<file path="src/rtl/axis_pkt_gen.sv">
// AXI4-Stream packet source: on start, emits num_pkts packets of pkt_len beats carrying an
// incrementing data word, with tlast on each final beat and optional idle gaps between packets.
module axis_pkt_gen #(
    parameter int unsigned C_AXIS_TDATA_WIDTH = 32,
    parameter int unsigned LEN_WIDTH          = 12,
    parameter int unsigned CNT_WIDTH          = 16
) (
    input  logic                            m00_axis_aclk,
    input  logic                            m00_axis_aresetn,
    input  logic                            start,
    input  logic                            stop,
    input  logic [LEN_WIDTH-1:0]            pkt_len,
    input  logic [CNT_WIDTH-1:0]            num_pkts,
    input  logic [CNT_WIDTH-1:0]            gap_cycles,
    input  logic [C_AXIS_TDATA_WIDTH-1:0]   seed,
    output logic [C_AXIS_TDATA_WIDTH-1:0]   m00_axis_tdata,
    output logic [C_AXIS_TDATA_WIDTH/8-1:0] m00_axis_tstrb,
    output logic                            m00_axis_tvalid,
    input  logic                            m00_axis_tready,
    output logic                            m00_axis_tlast,
    output logic                            busy,
    output logic                            done,
    output logic [CNT_WIDTH-1:0]            pkt_count
);

    localparam int unsigned StrbWidth = C_AXIS_TDATA_WIDTH / 8;
    localparam logic [LEN_WIDTH-1:0]          LenOne  = 1;
    localparam logic [CNT_WIDTH-1:0]          CntOne  = 1;
    localparam logic [C_AXIS_TDATA_WIDTH-1:0] WordOne = 1;

    typedef enum logic [1:0] {StIdle, StSend, StGap, StDone} state_e;

    state_e                          state_q, state_d;
    logic [LEN_WIDTH-1:0]            len_last_q, len_last_d;
    logic [LEN_WIDTH-1:0]            beat_q, beat_d;
    logic [CNT_WIDTH-1:0]            num_q, num_d;
    logic [CNT_WIDTH-1:0]            gap_q, gap_d;
    logic [CNT_WIDTH-1:0]            gap_cnt_q, gap_cnt_d;
    logic [CNT_WIDTH-1:0]            pkt_count_q, pkt_count_d;
    logic [C_AXIS_TDATA_WIDTH-1:0]   word_q, word_d;
    logic                            tvalid_q, tvalid_d;
    logic                            tlast_q, tlast_d;
    logic                            busy_q, busy_d;
    logic                            done_q, done_d;
    logic [CNT_WIDTH-1:0]            pkt_inc;
    logic                            handshake;

    always_comb begin
        state_d     = state_q;
        len_last_d  = len_last_q;
        beat_d      = beat_q;
        num_d       = num_q;
        gap_d       = gap_q;
        gap_cnt_d   = gap_cnt_q;
        pkt_count_d = pkt_count_q;
        word_d      = word_q;
        pkt_inc     = pkt_count_q + CntOne;
        handshake   = tvalid_q && m00_axis_tready;

        unique case (state_q)
            StIdle: begin
                if (start) begin
                    // Store the index of the last beat; a zero length still sends one beat.
                    len_last_d  = (pkt_len == '0) ? '0 : pkt_len - LenOne;
                    num_d       = num_pkts;
                    gap_d       = gap_cycles;
                    word_d      = seed;
                    beat_d      = '0;
                    pkt_count_d = '0;
                    state_d     = (num_pkts == '0) ? StDone : StSend;
                end
            end
            StSend: begin
                if (handshake) begin
                    word_d = word_q + WordOne;
                    if (beat_q == len_last_q) begin
                        pkt_count_d = pkt_inc;
                        beat_d      = '0;
                        if (pkt_inc == num_q || stop) begin
                            state_d = StDone;
                        end else if (gap_q != '0) begin
                            state_d   = StGap;
                            gap_cnt_d = gap_q;
                        end
                    end else begin
                        beat_d = beat_q + LenOne;
                    end
                end
            end
            StGap: begin
                if (stop) begin
                    state_d = StDone;
                end else if (gap_cnt_q <= CntOne) begin
                    state_d = StSend;
                end else begin
                    gap_cnt_d = gap_cnt_q - CntOne;
                end
            end
            StDone: begin
                state_d = StIdle;
            end
            default: begin
                state_d = StIdle;
            end
        endcase

        // Outputs are decoded from next-state values so they register alongside the state.
        tvalid_d = (state_d == StSend);
        tlast_d  = tvalid_d && (beat_d == len_last_d);
        busy_d   = (state_d == StSend) || (state_d == StGap);
        done_d   = (state_d == StDone);
    end

    always_ff @(posedge m00_axis_aclk or negedge m00_axis_aresetn) begin
        if (!m00_axis_aresetn) begin
            state_q     <= StIdle;
            len_last_q  <= '0;
            beat_q      <= '0;
            num_q       <= '0;
            gap_q       <= '0;
            gap_cnt_q   <= '0;
            pkt_count_q <= '0;
            word_q      <= '0;
            tvalid_q    <= 1'b0;
            tlast_q     <= 1'b0;
            busy_q      <= 1'b0;
            done_q      <= 1'b0;
        end else begin
            state_q     <= state_d;
            len_last_q  <= len_last_d;
            beat_q      <= beat_d;
            num_q       <= num_d;
            gap_q       <= gap_d;
            gap_cnt_q   <= gap_cnt_d;
            pkt_count_q <= pkt_count_d;
            word_q      <= word_d;
            tvalid_q    <= tvalid_d;
            tlast_q     <= tlast_d;
            busy_q      <= busy_d;
            done_q      <= done_d;
        end
    end

    assign m00_axis_tdata  = tvalid_q ? word_q : '0;
    assign m00_axis_tstrb  = {StrbWidth{tvalid_q}};
    assign m00_axis_tvalid = tvalid_q;
    assign m00_axis_tlast  = tlast_q;
    assign busy            = busy_q;
    assign done            = done_q;
    assign pkt_count       = pkt_count_q;

endmodule

</file>
<file path="config.mk">
export PLATFORM = sky130hd
export DESIGN_NAME = axis_pkt_gen
export DESIGN_NICKNAME = d
export VERILOG_FILES = /design/src/rtl/axis_pkt_gen.sv
export SDC_FILE = /design/constraint.sdc
export NUM_CORES = 1
export LEC_CHECK = 0
export CORE_UTILIZATION = 25
export CTS_CLUSTER_SIZE = 30
export DETAILED_ROUTE_END_ITERATION = 16
export GPL_TIMING_DRIVEN = 0
export PLACE_DENSITY = 0.54
export SYNTH_ARGS = -nofsm -noshare
export SYNTH_HDL_FRONTEND = slang
export SYNTH_SLANG_ARGS = --single-unit
export TNS_END_PERCENT = 10
</file>
<file path="constraint.sdc">
create_clock -name m00_axis_aclk -period 6.1 [get_ports m00_axis_aclk]
set_clock_uncertainty 0.15 [all_clocks]
set_input_delay 1.22 -clock m00_axis_aclk [delete_from_list [all_inputs] [get_ports m00_axis_aclk]]
set_output_delay 1.22 -clock m00_axis_aclk [all_outputs]
set_load 0.01 [all_outputs]
</file>
# Word-level counts from Yosys, hierarchy flattened
# Cells that the tools add are included.
[word_totals]
regBits = 126
in_bits = 81
wordCells = 79
[classes]
addsub = 5
order_cmp = 1
n_eq_ne = 16
n_mux = 31
reduce_logical = 14
[ops]
columns = ["op", "n"]
rows = [
  ["two-way mux 16 bit", 9],
  ["two-way mux 32 bit", 3],
  ["two-way mux 12 bit", 6],
  ["one-hot mux 16 bit (2 select lines)", 2],
  ["one-hot mux 32 bit (2 select lines)", 1],
  ["adder 32 x 1 -> 32 bit (second input constant)", 1],
  ["== test 12 bit", 2],
  ["one-hot mux 12 bit (2 select lines)", 1],
  ["adder 16 x 1 -> 16 bit (second input constant)", 1],
  ["== test 16 bit", 1],
  ["<= comparator 16 x 1 -> 1 bit (second input constant)", 1],
  ["logical NOT 16 bit", 1],
  ["two-way mux 2 bit", 8],
  ["nonzero test 16 bit", 1],
  ["subtractor 16 x 1 -> 16 bit (second input constant)", 1],
  ["inequality test 2 bit (second input constant)", 7],
  ["adder 12 x 1 -> 12 bit (second input constant)", 1],
  ["logical NOT 12 bit", 1],
  ["subtractor 12 x 1 -> 12 bit (second input constant)", 1],
  ["== test 2 bit (second input constant)", 4],
  ["one-hot mux 2 bit (4 select lines)", 1],
  ["AND reduction 7 bit", 1],
  ["== test 2 x 1 -> 1 bit (second input constant)", 2],
  ["AND reduction 4 bit", 1],
  ["other kinds (6)", 9],
]

# Depth between registers and ports, before layout
[logic_depth]
depth_word = 9
mapped_depth = 14
depth_no_buf = 13

# Least setup slack after synthesis
# OpenSTA, ideal clock, no wires.
[synth_path]
path_type = "input to register"
from = "in pkt_len[0]"
to = "reg tlast_q (netlist: m00_axis_tlast)"
arrival_ns = 3.177
slack_ns = 2.678
path_stages = 11
path_buffers = 1
cell_sequence = "inv_1 > ha_1 > nor4b_1 > and4b_1 > buf_2 > and2_1 > a211o_1 > a32o_1 > a311oi_1 > nand4_1 > nor4_2"
[synth_via]
elab_chain_len = 6
elab_cells_between_ends = 7
cone_classes = "add/sub: 1; eq/ne: 1; mux: 3; reduce/logical: 2"
[synth_lines]
columns = ["item", "line", "text"]
rows = [
  ["start, declared", "12", "input logic [LEN_WIDTH-1:0] pkt_len,"],
  ["subtractor 12 x 1 -> 12 bit or logical NOT 12 bit (tied branches)", "64", "len_last_d = (pkt_len == '0) ? '0 : pkt_len - LenOne;"],
  ["two-way mux 12 bit *", "64", ""],
  ["two-way mux 12 bit *", "62", "if (start) begin"],
  ["two-way mux 12 bit *", "60", "unique case (state_q)"],
  ["== test 12 bit *", "109", "tlast_d = tvalid_d && (beat_d == len_last_d);"],
  ["logical AND 1 bit *", "109", ""],
  ["via tlast_d", "42", "logic tlast_q, tlast_d;"],
  ["end signal, assigned", "138", "tlast_q <= tlast_d;"],
  ["end, declared", "42", ""],
]
# Mark *: on every way through the listed nets, which the timed path passes. The rest lies on a longest branch.
# A chain may end at the register's enable or synchronous reset.

# Final worst setup path
[layout_path]
from = "in start"
to = "reg tlast_q (netlist: m00_axis_tlast)"
[layout_via]
elab_chain_len = 4
elab_cells_between_ends = 9
cone_classes = "eq/ne: 2; mux: 6; reduce/logical: 1"
[layout_lines]
columns = ["item", "line", "text"]
rows = [
  ["start, declared", "10", "input logic start,"],
  ["two-way mux 2 bit", "62", ""],
  ["one-hot mux 2 bit (4 select lines)", "60", ""],
  ["via state_d[0]", "33", "state_e state_q, state_d;"],
  ["== test 2 x 1 -> 1 bit", "108", "tvalid_d = (state_d == StSend);"],
  ["via tvalid_d", "41", "logic tvalid_q, tvalid_d;"],
  ["logical AND 1 bit", "109", ""],
  ["via tlast_d", "42", ""],
]
# The timed path passes the listed nets, and every way through them passes these cells.

==> impl_metrics.json <==
{
  "grt_pass1_vias": 7628,
  "hold_depth": 2,
  "synthAdderAreaFrac": 0.0127,
  "cts_resized": 0,
  "ys.flop_type": "dfrtp_1",
  "hold_path.class": "reg2reg",
  "mostFrequentLayoutCells": "182 x nand2_1, 135 x clkdlybuf4s50_1, 126 x dfrtp_1, 83 x nor2_1, 72 x a21oi_1",
  "min_period_ns": 4.32,
  "nets": 1219,
  "grt_overflow": 0,
  "ant_nets": 0,
  "die_h_um": 180,
  "synth_edf_count": 0,
  "htreeDepth": 4,
  "worst-path-max-fanout": 10,
  "reg2reg_from": "pkt_count[0]",
  "finalMaxSlewViolations": 0,
  "violations": "design-rule violations",
  "syn_inst": 974,
  "drt_first_iter_violations": 625,
  "min_to": "num_q[14]",
  "hpwlAfterDp_mm": 19.9,
  "muxShareOfSynthArea": 0.00650,
  "synth_top_family_by_area": "simple AND/OR/NAND/NOR gates",
  "rsz0062_at_grt": "false",
  "worst_pin_slew_ns": 0.772,
  "synth-seq-cells": 126,
  "ys_types": 73,
  "ys_async_sr_fraction": 1.00,
  "die-area_sq_mm": 0.0323,
  "coreArea_sq_mm": 0.0308,
  "gr-usage-met2": 0.275,
  "cp-start-kind": "primary input",
  "use_met3": 0.0296,
  "clk_path_buf_depth": 2,
  "start_util": 0.256,
  "cts_tree": "yes",
  "final_cells": 1539,
  "cp.required_ns": 6.25,
  "min_from": "num_q[14]",
  "grt_use_met1": 0.225,
  "maxSlewHeadroom": 0.481,
  "rows": 64,
  "hold_viol_final": 0,
  "pin_count": 137,
  "synth-xor-area-share": 0.0533,
  "netlist_area_sq_mm": 0.00789,
  "ir_drop_uv": 267,
  "gp_congestion": 0.850,
  "drt_pre_antenna_iters": 11,
  "synth_compound_area_frac": 0.201,
  "grt.total_usage": 0.168,
  "dp.cells": 1507,
  "fin_util": 0.337,
  "clkTransAtPathRegs_ns": 0.06,
  "root_buffer": "clkbuf_16",
  "cts_setup_buffers": 0,
  "timing.rr.end": "m00_axis_tlast",
  "fmax_mhz": 232,
  "worstSetupPathType": "in2reg",
  "rrSetupSlack_ns": 1.83,
  "power.density_mw_per_mm2": 478,
  "num_antenna_cells": 0,
  "grt_pass1_wl_mm": 42.6,
  "ys_seq_area_frac": 0.400,
  "remaining_drc_errors": 6,
  "yosys_warnings": 0,
  "grt_max_degree": 68,
  "syn2layout_area_growth_pct": 31.7,
  "p_leak_nw": 4.21,
  "r2r_cells": 14,
  "avgRoutedWirePerCell_um": 17.5,
  "status": "complete, but fails checks",
  "synth-simple-area-share": 0.284,
  "vias_per_cell": 5.07,
  "grt_busiest_layer": "met2",
  "synth_nets": 1063,
  "final_layout_size_suffix_gt1_frac": 0.0656,
  "cts_hold_buf": 0,
  "cp_data_arrival_time_ns": 4.47,
  "maxCapViolCount": 0,
  "setup_viol": 0,
  "final_common_cell": "nand2_1",
  "finalCritPeriodShare": 0.708,
  "die_w_um": 180,
  "port_buffers": 136,
  "numCtsBuffers": 17,
  "cts.sink_count": 126,
  "antenna_found_initial": 0,
  "clk-insertion-delay-late_ns": 0.42,
  "wirelength_mm": 27.0,
  "vias": 7808,
  "cp-end-kind": "flip-flop",
  "syn_avg_cell_area_sq_um": 8.10
}
[through the flow]
step	power, W	cell area [sq um]	setup slack, ns	hold WS [ns]	setup TNS, ns
2_1_floorplan	0.00290	7890	2.68	0.299	0
3_3_place_gp	0.00386	9740	-1.81	0.319	-226.95
3_5_place_dp	0.00389	9770	1.36	0.326	0
4_1_cts	0.00498	10400	1.77	0.348	0
5_1_grt	0.00530	10400	1.47	0.364	0
6_report	0.00496	10400	1.78	0.344	0
[layout make-up]
| cell class | count | area [sq um] |
|---|---|---|
| clock buffer | 18 | 429 |
| multi-input combinational | 767 | 4400 |
| clock inverter | 14 | 183 |
| timing repair buffer | 137 | 1390 |
| fill | 3195 | 20400 |
| inverter | 19 | 71.3 |
| sequential | 126 | 3150 |
| buffer | 62 | 264 |
| tap | 396 | 495 |
[report_power, final]
group | leakage [nW] | total, W | switching, W | internal (W)
combinational | 2.35 | 0.00240 | 0.00141 | 0.000981
clock | 0.293 | 0.00107 | 0.000421 | 0.000651
sequential | 1.56 | 0.00149 | 0.000337 | 0.00116
[registers in the layout, summed over array words and instances, names as in the netlist, 2 cells and up]
| register | cells |
|---|---|
| num_q | 16 |
| gap_cnt_q | 16 |
| beat_q | 12 |
| state_q | 2 |
| len_last_q | 12 |
| gap_q | 16 |
| pkt_count | 16 |
| word_q | 32 |
[cells by family after synthesis]
kind of cell / count (synthesis)
and+or+nand+nor: 457
AOI/OAI and AO/OA: 249
DFF: 126
buffers and inverters: 81
xor gates and xnor gates: 48
adders and majority gates: 8
muxes: 5
[metal layers]
layer | vias up | wire, um | share of wire
met1 | 3780 | 12500 | 0.46
met4 | 0 | 434 | 0.016
li1 | 3792 | - | -
met5 | - | 0 | 0
met2 | 211 | 12700 | 0.47
met3 | 25 | 1250 | 0.047
[cells in the mapped netlist, types with 5 or more instances]
| master | count | area, sq um |
|---|---|---|
| o31ai_1 | 21 | 158 |
| nand2_1 | 182 | 683 |
| and3_1 | 12 | 75.1 |
| nor4_2 | 5 | 62.6 |
| a31oi_1 | 8 | 50.1 |
| o2111ai_1 | 5 | 43.8 |
| xor2_1 | 21 | 184 |
| or3_1 | 6 | 37.5 |
| and4_1 | 6 | 52.6 |
| o2bb2ai_1 | 5 | 43.8 |
| nor4_1 | 14 | 87.6 |
| buf_1 | 11 | 41.3 |
| xnor2_1 | 27 | 236 |
| nor2_1 | 83 | 312 |
| dfrtp_1 | 126 | 3150 |
| ha_1 | 8 | 100 |
| inv_1 | 19 | 71.3 |
| buf_2 | 9 | 45.0 |
| o21ai_0 | 64 | 320 |
| nand3_1 | 41 | 205 |
| o22ai_1 | 20 | 125 |
| and2_1 | 38 | 238 |
| a21oi_1 | 72 | 360 |
| nand4_1 | 18 | 113 |
| nand2b_1 | 5 | 31.3 |
| nor3_1 | 20 | 100 |
| clkbuf_1 | 34 | 128 |
| or2_2 | 5 | 31.3 |
[worst max-delay path, stage by stage]
cell and delay, ns:
clkdlybuf4s50_1 0.50, o21ba_2 0.26, nand2_1 0.35, clkbuf_1 0.35, clkbuf_1 0.47, buf_1 0.50
nand2_1 0.15, ha_1 0.29, and2_0 0.15, nand4_1 0.12, nor4_2 0.08
[worst max-delay path by stage]
stage                           startpoint              to  depth (start not counted)  slack, ns
after global placement    m00_axis_aresetn      word_q[16]                          1      -1.81
final                                start  m00_axis_tlast                         11       1.78
after detailed placement             start  m00_axis_tlast                         11       1.36
after CTS                            start  m00_axis_tlast                         11       1.77
after global routing          pkt_count[0]  m00_axis_tlast                         14       1.47
after floorplan                 pkt_len[0]  m00_axis_tlast                         11       2.68
Power figures use the tool's default switching activity.
